[config.mk]
export PLATFORM = sky130hd
export DESIGN_NAME = imem_loader
export DESIGN_NICKNAME = d
export VERILOG_FILES = /design/src/rtl/imem_loader.sv
export SDC_FILE = /design/constraint.sdc
export NUM_CORES = 1
export LEC_CHECK = 0
export BUFFER_PORTS_ARGS = -buffer_cell sky130_fd_sc_hd__clkbuf_2
export CORE_MARGIN = 2
export CORE_UTILIZATION = 30
export DETAILED_ROUTE_END_ITERATION = 8
export HOLD_SLACK_MARGIN = 0.06
export SLEW_MARGIN = 25
export SYNTH_ARGS = -nofsm -noshare
export SYNTH_HDL_FRONTEND = slang
export SYNTH_SLANG_ARGS = --single-unit
[constraint.sdc]
create_clock -name clk -period 2.6 [get_ports clk]
set_clock_uncertainty 0.2 [all_clocks]
set_input_delay 0.26 -clock clk [delete_from_list [all_inputs] [get_ports clk]]
set_output_delay 0.26 -clock clk [all_outputs]
set_load 0.1 [all_outputs]
[src/rtl/imem_loader.sv]
// rtl/imem_loader.sv - boot-time byte-stream loader for instruction memory
// Assembles little-endian words from a length-prefixed stream and holds the core in reset until done.
module imem_loader #(
   parameter int ADDR_WIDTH = 32,
   parameter int INST_WIDTH = 32,
   parameter int IMEM_DEPTH = 1024
) (
   input  logic                  clk,
   input  logic                  rst_n,
   input  logic                  start,
   input  logic [7:0]            in_data,
   input  logic                  in_valid,
   output logic                  in_ready,
   output logic                  imem_we,
   output logic [ADDR_WIDTH-1:0] imem_addr,
   output logic [INST_WIDTH-1:0] imem_wdata,
   output logic                  busy,
   output logic                  done,
   output logic                  error,
   output logic                  cpu_rst_n
);

   typedef enum logic [2:0] {IDLE, LEN, DATA, DONE, ERR} state_t;

   localparam logic [16:0] DEPTH_LIM = 17'(IMEM_DEPTH);

   state_t                state;
   state_t                state_nxt;
   logic [1:0]            byte_cnt;
   logic [ADDR_WIDTH-1:0] word_cnt;
   logic [ADDR_WIDTH-1:0] word_inc;
   logic [15:0]           len;
   logic [15:0]           len_full;
   logic [23:0]           shift_reg;
   logic                  accept;
   logic                  last_word;
   logic                  rearm;

   assign in_ready  = (state == LEN) || (state == DATA);
   assign busy      = in_ready;
   assign done      = (state == DONE);
   assign error     = (state == ERR);
   assign cpu_rst_n = done;

   assign accept    = in_valid && in_ready;
   assign rearm     = start && ((state == IDLE) || (state == DONE) || (state == ERR));
   assign len_full  = {in_data, len[7:0]};
   assign word_inc  = word_cnt + ADDR_WIDTH'(1);
   assign last_word = (word_inc == ADDR_WIDTH'(len));

   always_ff @(posedge clk or negedge rst_n) begin
      if (!rst_n) state <= IDLE;
      else        state <= state_nxt;
   end

   always_comb begin
      state_nxt = state;
      case (state)
         IDLE: if (start) state_nxt = LEN;
         LEN: begin
            if (accept && byte_cnt == 2'd1) begin
               if (len_full == 16'd0)                   state_nxt = DONE;
               else if ({1'b0, len_full} > DEPTH_LIM)   state_nxt = ERR;
               else                                     state_nxt = DATA;
            end
         end
         DATA: if (accept && byte_cnt == 2'd3 && last_word) state_nxt = DONE;
         DONE: if (start) state_nxt = LEN;
         ERR:  if (start) state_nxt = LEN;
         default: state_nxt = IDLE;
      endcase
   end

   // byte_cnt doubles as the length-byte index in LEN and the byte lane in DATA
   always_ff @(posedge clk or negedge rst_n) begin
      if (!rst_n) begin
         byte_cnt   <= 2'd0;
         word_cnt   <= '0;
         len        <= 16'd0;
         shift_reg  <= 24'd0;
         imem_we    <= 1'b0;
         imem_addr  <= '0;
         imem_wdata <= '0;
      end else begin
         imem_we <= 1'b0;
         if (rearm) begin
            byte_cnt <= 2'd0;
            word_cnt <= '0;
         end else if (accept) begin
            if (state == LEN) begin
               if (byte_cnt == 2'd0) begin
                  len[7:0] <= in_data;
                  byte_cnt <= 2'd1;
               end else begin
                  len[15:8] <= in_data;
                  byte_cnt  <= 2'd0;
               end
            end else begin
               byte_cnt <= byte_cnt + 2'd1;
               case (byte_cnt)
                  2'd0:    shift_reg[7:0]   <= in_data;
                  2'd1:    shift_reg[15:8]  <= in_data;
                  2'd2:    shift_reg[23:16] <= in_data;
                  default: begin
                     imem_we    <= 1'b1;
                     imem_addr  <= word_cnt;
                     imem_wdata <= INST_WIDTH'({in_data, shift_reg});
                     word_cnt   <= word_inc;
                  end
               endcase
            end
         end
      end
   end

endmodule

# Word-level counts from Yosys, hierarchy flattened
# Cells that the tools add are included.
# totals
regBits	142
inputBits	12
out_inout_bits	70
wordCells	71
# classes
add_sub_neg	2
n_lt_le_gt_ge	1
eq_ne	13
mux	18
bitwise_logic	4
n_reduce_logical	22
# ops
cell	n
$mux 32	4
$add 32x1->32 const B	1
$eq 32x16->1	1
$reduce_and 4->1	6
$gt 16x11->1 const B	1
$logic_not 16->1	1
$mux 3	5
$pmux 3 s3	1
$ne 2x1->1 const B	4
$eq 3x2->1 const B	2
$mux 2	3
$reduce_and 3->1	2
$reduce_or 3->1	2
$logic_and 1x1->1	5
$mux 1	5
$eq 2x2->1 const B	2
$not 1->1	4
$eq 3x1->1 const B	1
$eq 3x3->1 const B	1
$logic_not 3->1	1
$logic_or 1x1->1	3
$add 2x1->2 const B	1
$eq 2x1->1 const B	1
$logic_not 2->1	1
other kinds (2)	2

# Longest topological paths before layout
# depth
word_depth	7
mapped_depth	10
depth_no_buf	9

# Least setup slack after synthesis
# Ideal clock, no wire load.
# synth_timing
kind	register -> output
startpoint	register state[2]
endpoint	output error
arrival_ps	2704
required_ps	2140
slack_ps	-564
stages_incl_launch_ff	4
path_buffers	1
cell_sequence	dfrtp_1 > clkbuf_1 > inv_1 > nor3_1
# synth_via
elab_chain_len	1
# synth_rtl
item	line	rtl
start: declaration	27	state_t state;
start signal: assignment	53	else state <= state_nxt;
$eq 3x3->1	42	assign error = (state == ERR);
end: declaration	19	output logic error,
# No other way between the ends.

# Worst setup path in the final report
# layout_timing
startpoint	register len[5]
endpoint	register state[0]
# layout_via
elab_chain_len	4
word_cells_on_any_way	8
classes_between	eq/ne (2); mux (3); reduce/logical (3)
# layout_rtl
item	line	rtl
start: declaration	32	logic [15:0] len;
start signal: assignment	92	len[7:0] <= in_data;
$eq 32x16->1 or $logic_not 16->1 (tied branches)	49, 62	
$logic_and 1x1->1 or $mux 3 (tied branches)	67, 62	
$ne 2x1->1 (no line) or $mux 3 (tied branches)	-	
$reduce_and 3->1 (no line) or $pmux 3 s3 (tied branches)	-	
# Parallel ways exist; a longest one is shown, timed or not. The select of a mux whose other input is x is not followed.
# A chain may end at the register's enable or synchronous reset.

==> impl_metrics.env <==
export IMPL_critPathMaxStageDelay_ps=540
export IMPL_tritoncts="done"
export IMPL_wirelength_um=18600
export IMPL_core_area_um2=22500
export IMPL_final_common_cell="nand2_1"
export IMPL_fmax_mhz=389.0
export IMPL_grt_antenna_before_repair=0
export IMPL_cts_buffers=17
export IMPL_final_cell_area_um2=8869
export IMPL_hp_class="input port to asynchronous set/reset pin"
export IMPL_period_needed_ps=2571
export IMPL_seq_area_frac_synth_pct=51.87
export IMPL_drt_pass1_iter_count=4
export IMPL_ys_types=52
export IMPL_synthTopCellsByArea="dfrtp_1 52%, nand2_1 12%, mux2_2 6.7%"
export IMPL_slew_viol_final=0
export IMPL_numClockSinks=142
export IMPL_syn_to_final_growth_pct=29.46
export IMPL_grtUsageTotal_pct=15.99
export IMPL_worst_path_most_repeated_cell="nor4_2"
export IMPL_cts_max_path_buffers=2
export IMPL_cts_root_buf="clkbuf_16"
export IMPL_slew_headroom_pct=62.27
export IMPL_cap_violations=0
export IMPL_fin_crit_sh_pct=98.87
export IMPL_layout_common_cells="225 x nand2_1, 142 x dfrtp_1, 80 x clkbuf_2"
export IMPL_drive_above_1_share_pct=29.04
export IMPL_synth_cells=746
export IMPL_cp_arrival_ps=2710
export IMPL_worstSkewPairLatency_ps=430
export IMPL_power_leakage_nw=4.397
export IMPL_via_per_inst=4.924
export IMPL_synth_warnings=0
export IMPL_outcome="finished clean"
export IMPL_crit_required_ps=2740
export IMPL_power_density_nw_per_um2=701.2
export IMPL_worstRegToRegCells=7
export IMPL_drt_iter0_drc=538
export IMPL_worstSetupPathType="flop to flop"
export IMPL_worstSetupStartpointType="flop"
export IMPL_wl_per_cell_um=15.81
export IMPL_io_buffers=81
export IMPL_grt_pass1_vias=5569
export IMPL_netlist_area_leader_share_pct=51.87
export IMPL_avgSynthCellArea_um2=9.183
export IMPL_postRouteAntennaNets=0
export IMPL_clk_pin_slew_ps=60
export IMPL_die_x_um=155.1
export IMPL_synth_edf_count=0
export IMPL_place_congestion=0.8424
export IMPL_overflow=0
export IMPL_nNetsFinal=897
export IMPL_grt_pass1_wl_um=30170
export IMPL_htreeDepth=4
export IMPL_synthArstFlopShare_pct=100.0
export IMPL_hold_viol_final=0
export IMPL_cp_cell_sequence="nor4_2 -> nand3_1 -> nor4_2 -> o211a_1 -> nand4_1 -> or4_4 -> o31ai_4"
export IMPL_fp_dieH_um=155.1
export IMPL_rows=55
export IMPL_syn_num_nets=764
export IMPL_place_area_um2=8014
export IMPL_antenna_cells=0
export IMPL_drc=0
export IMPL_vdd_drop_max_mv=0.3801
export IMPL_critPathMaxFanout=3
export IMPL_worstMarginPinSlew_ps=568.3
export IMPL_ios=82
export IMPL_syn_area_um2=6850
export IMPL_cp_end_kind="flop"
export IMPL_synth_largest_area_cell="dfrtp_1"
export IMPL_start_util_pct=30.44
export IMPL_ys_flop_type="dfrtp_1"
export IMPL_reg_top3="imem_addr (32), imem_wdata (32), word_cnt (32)"
export IMPL_ys_seq_elements=142
export IMPL_vias=5795
export IMPL_p_total_mw=6.219
export IMPL_dieArea_um2=24060
export IMPL_setup_viol=0
export IMPL_rsz0062_at_grt="yes"
export IMPL_crit_slowest_cell="or4_4"
export IMPL_place_hpwl_um=12690
export IMPL_grt_max_degree=59
==> power breakdown <==
group / internal, mW / leakage [nW] / switching [mW] / total, mW
sequential: 2.38 / 1.95 / 0.193 / 2.57
clock: 1.44 / 0.293 / 1.06 / 2.50
combinational: 0.466 / 2.16 / 0.678 / 1.14
==> final timing paths <==
kind                                     from              to  slack, ps
worst min-delay path                    rst_n   imem_addr[27]         90
min in group clk                     in_valid        state[2]         90
worst min register to register  shift_reg[21]  imem_wdata[21]        260
worst max register to register         len[5]        state[0]         30
worst max-delay path                   len[5]        state[0]         30
max in group asynchronous               rst_n        state[1]       1380
==> worst max-delay path: cells and delay by family (launching register included) <==
| kind | cells | cell delay (ps) |
|---|---|---|
| simple gates | 5 | 1470 |
| compound gates | 2 | 390 |
| flops | 1 | 410 |
==> per-layer routing <==
layer  up-vias  global-route usage, %  wire (µm)
li1       2805                      -          -
met1      2796                  21.94       8771
met2       169                  24.53       8537
met3        25                  3.621        914
met4         0                  6.393        381
met5         -                      0          0
==> what timing repair did <==
item,CTS,global route
setup endpoints to repair,1,1
hold endpoints to repair,183,0
pin swaps,1,11
gates resized for setup,1,23
hold buffers,10,0
setup buffers,0,4
==> cell type report <==
type                            count  area, µm²
Clock inverter                     15      173.9
Timing Repair Buffer              163       1122
Inverter                           13      48.80
Multi-Input combinational cell    542       3188
Sequential cell                   142       3553
Clock buffer                       17      425.4
Tap cell                          285      356.6
Fill cell                        2203      13630
==> stage by stage <==
stage / setup TNS [ps] / util, % / cells / setup WS (ps) / hold WS, ps
after detailed placement: 0 / 35.61 / 1131 / 30.28 / -20.48
after floorplan: 0 / - / 746 / 1.080 / -235.6
final: 0 / 39.41 / 1177 / 29.48 / 88.96
after global placement: 0 / 35.61 / 1131 / 91.00 / -25.48
after CTS: 0 / 38.74 / 1173 / 7.304 / 70.03
after global routing: -75.77 / 39.41 / 1177 / -75.77 / 114.2
==> cell families after synthesis <==
| group | share of synthesized area (%) |
|---|---|
| buf+inv | 3.634 |
| simple gates | 22.96 |
| xor+xnor | 4.091 |
| mux | 6.886 |
| compound gates | 9.461 |
| fa+ha+maj | 1.096 |
| flops | 51.87 |
==> Yosys cell counts (9+ instances only) <==
master	n
nand2_1	226
xor2_1	9
nand3_1	24
dfrtp_1	142
o21ai_0	59
a21oi_1	12
a31oi_1	10
clkbuf_1	37
nand4_1	10
inv_1	12
o31ai_1	9
nor4_1	12
nor2_1	36
xnor2_1	23
mux2_2	41
No activity file was read; power rests on OpenSTA's default activity.
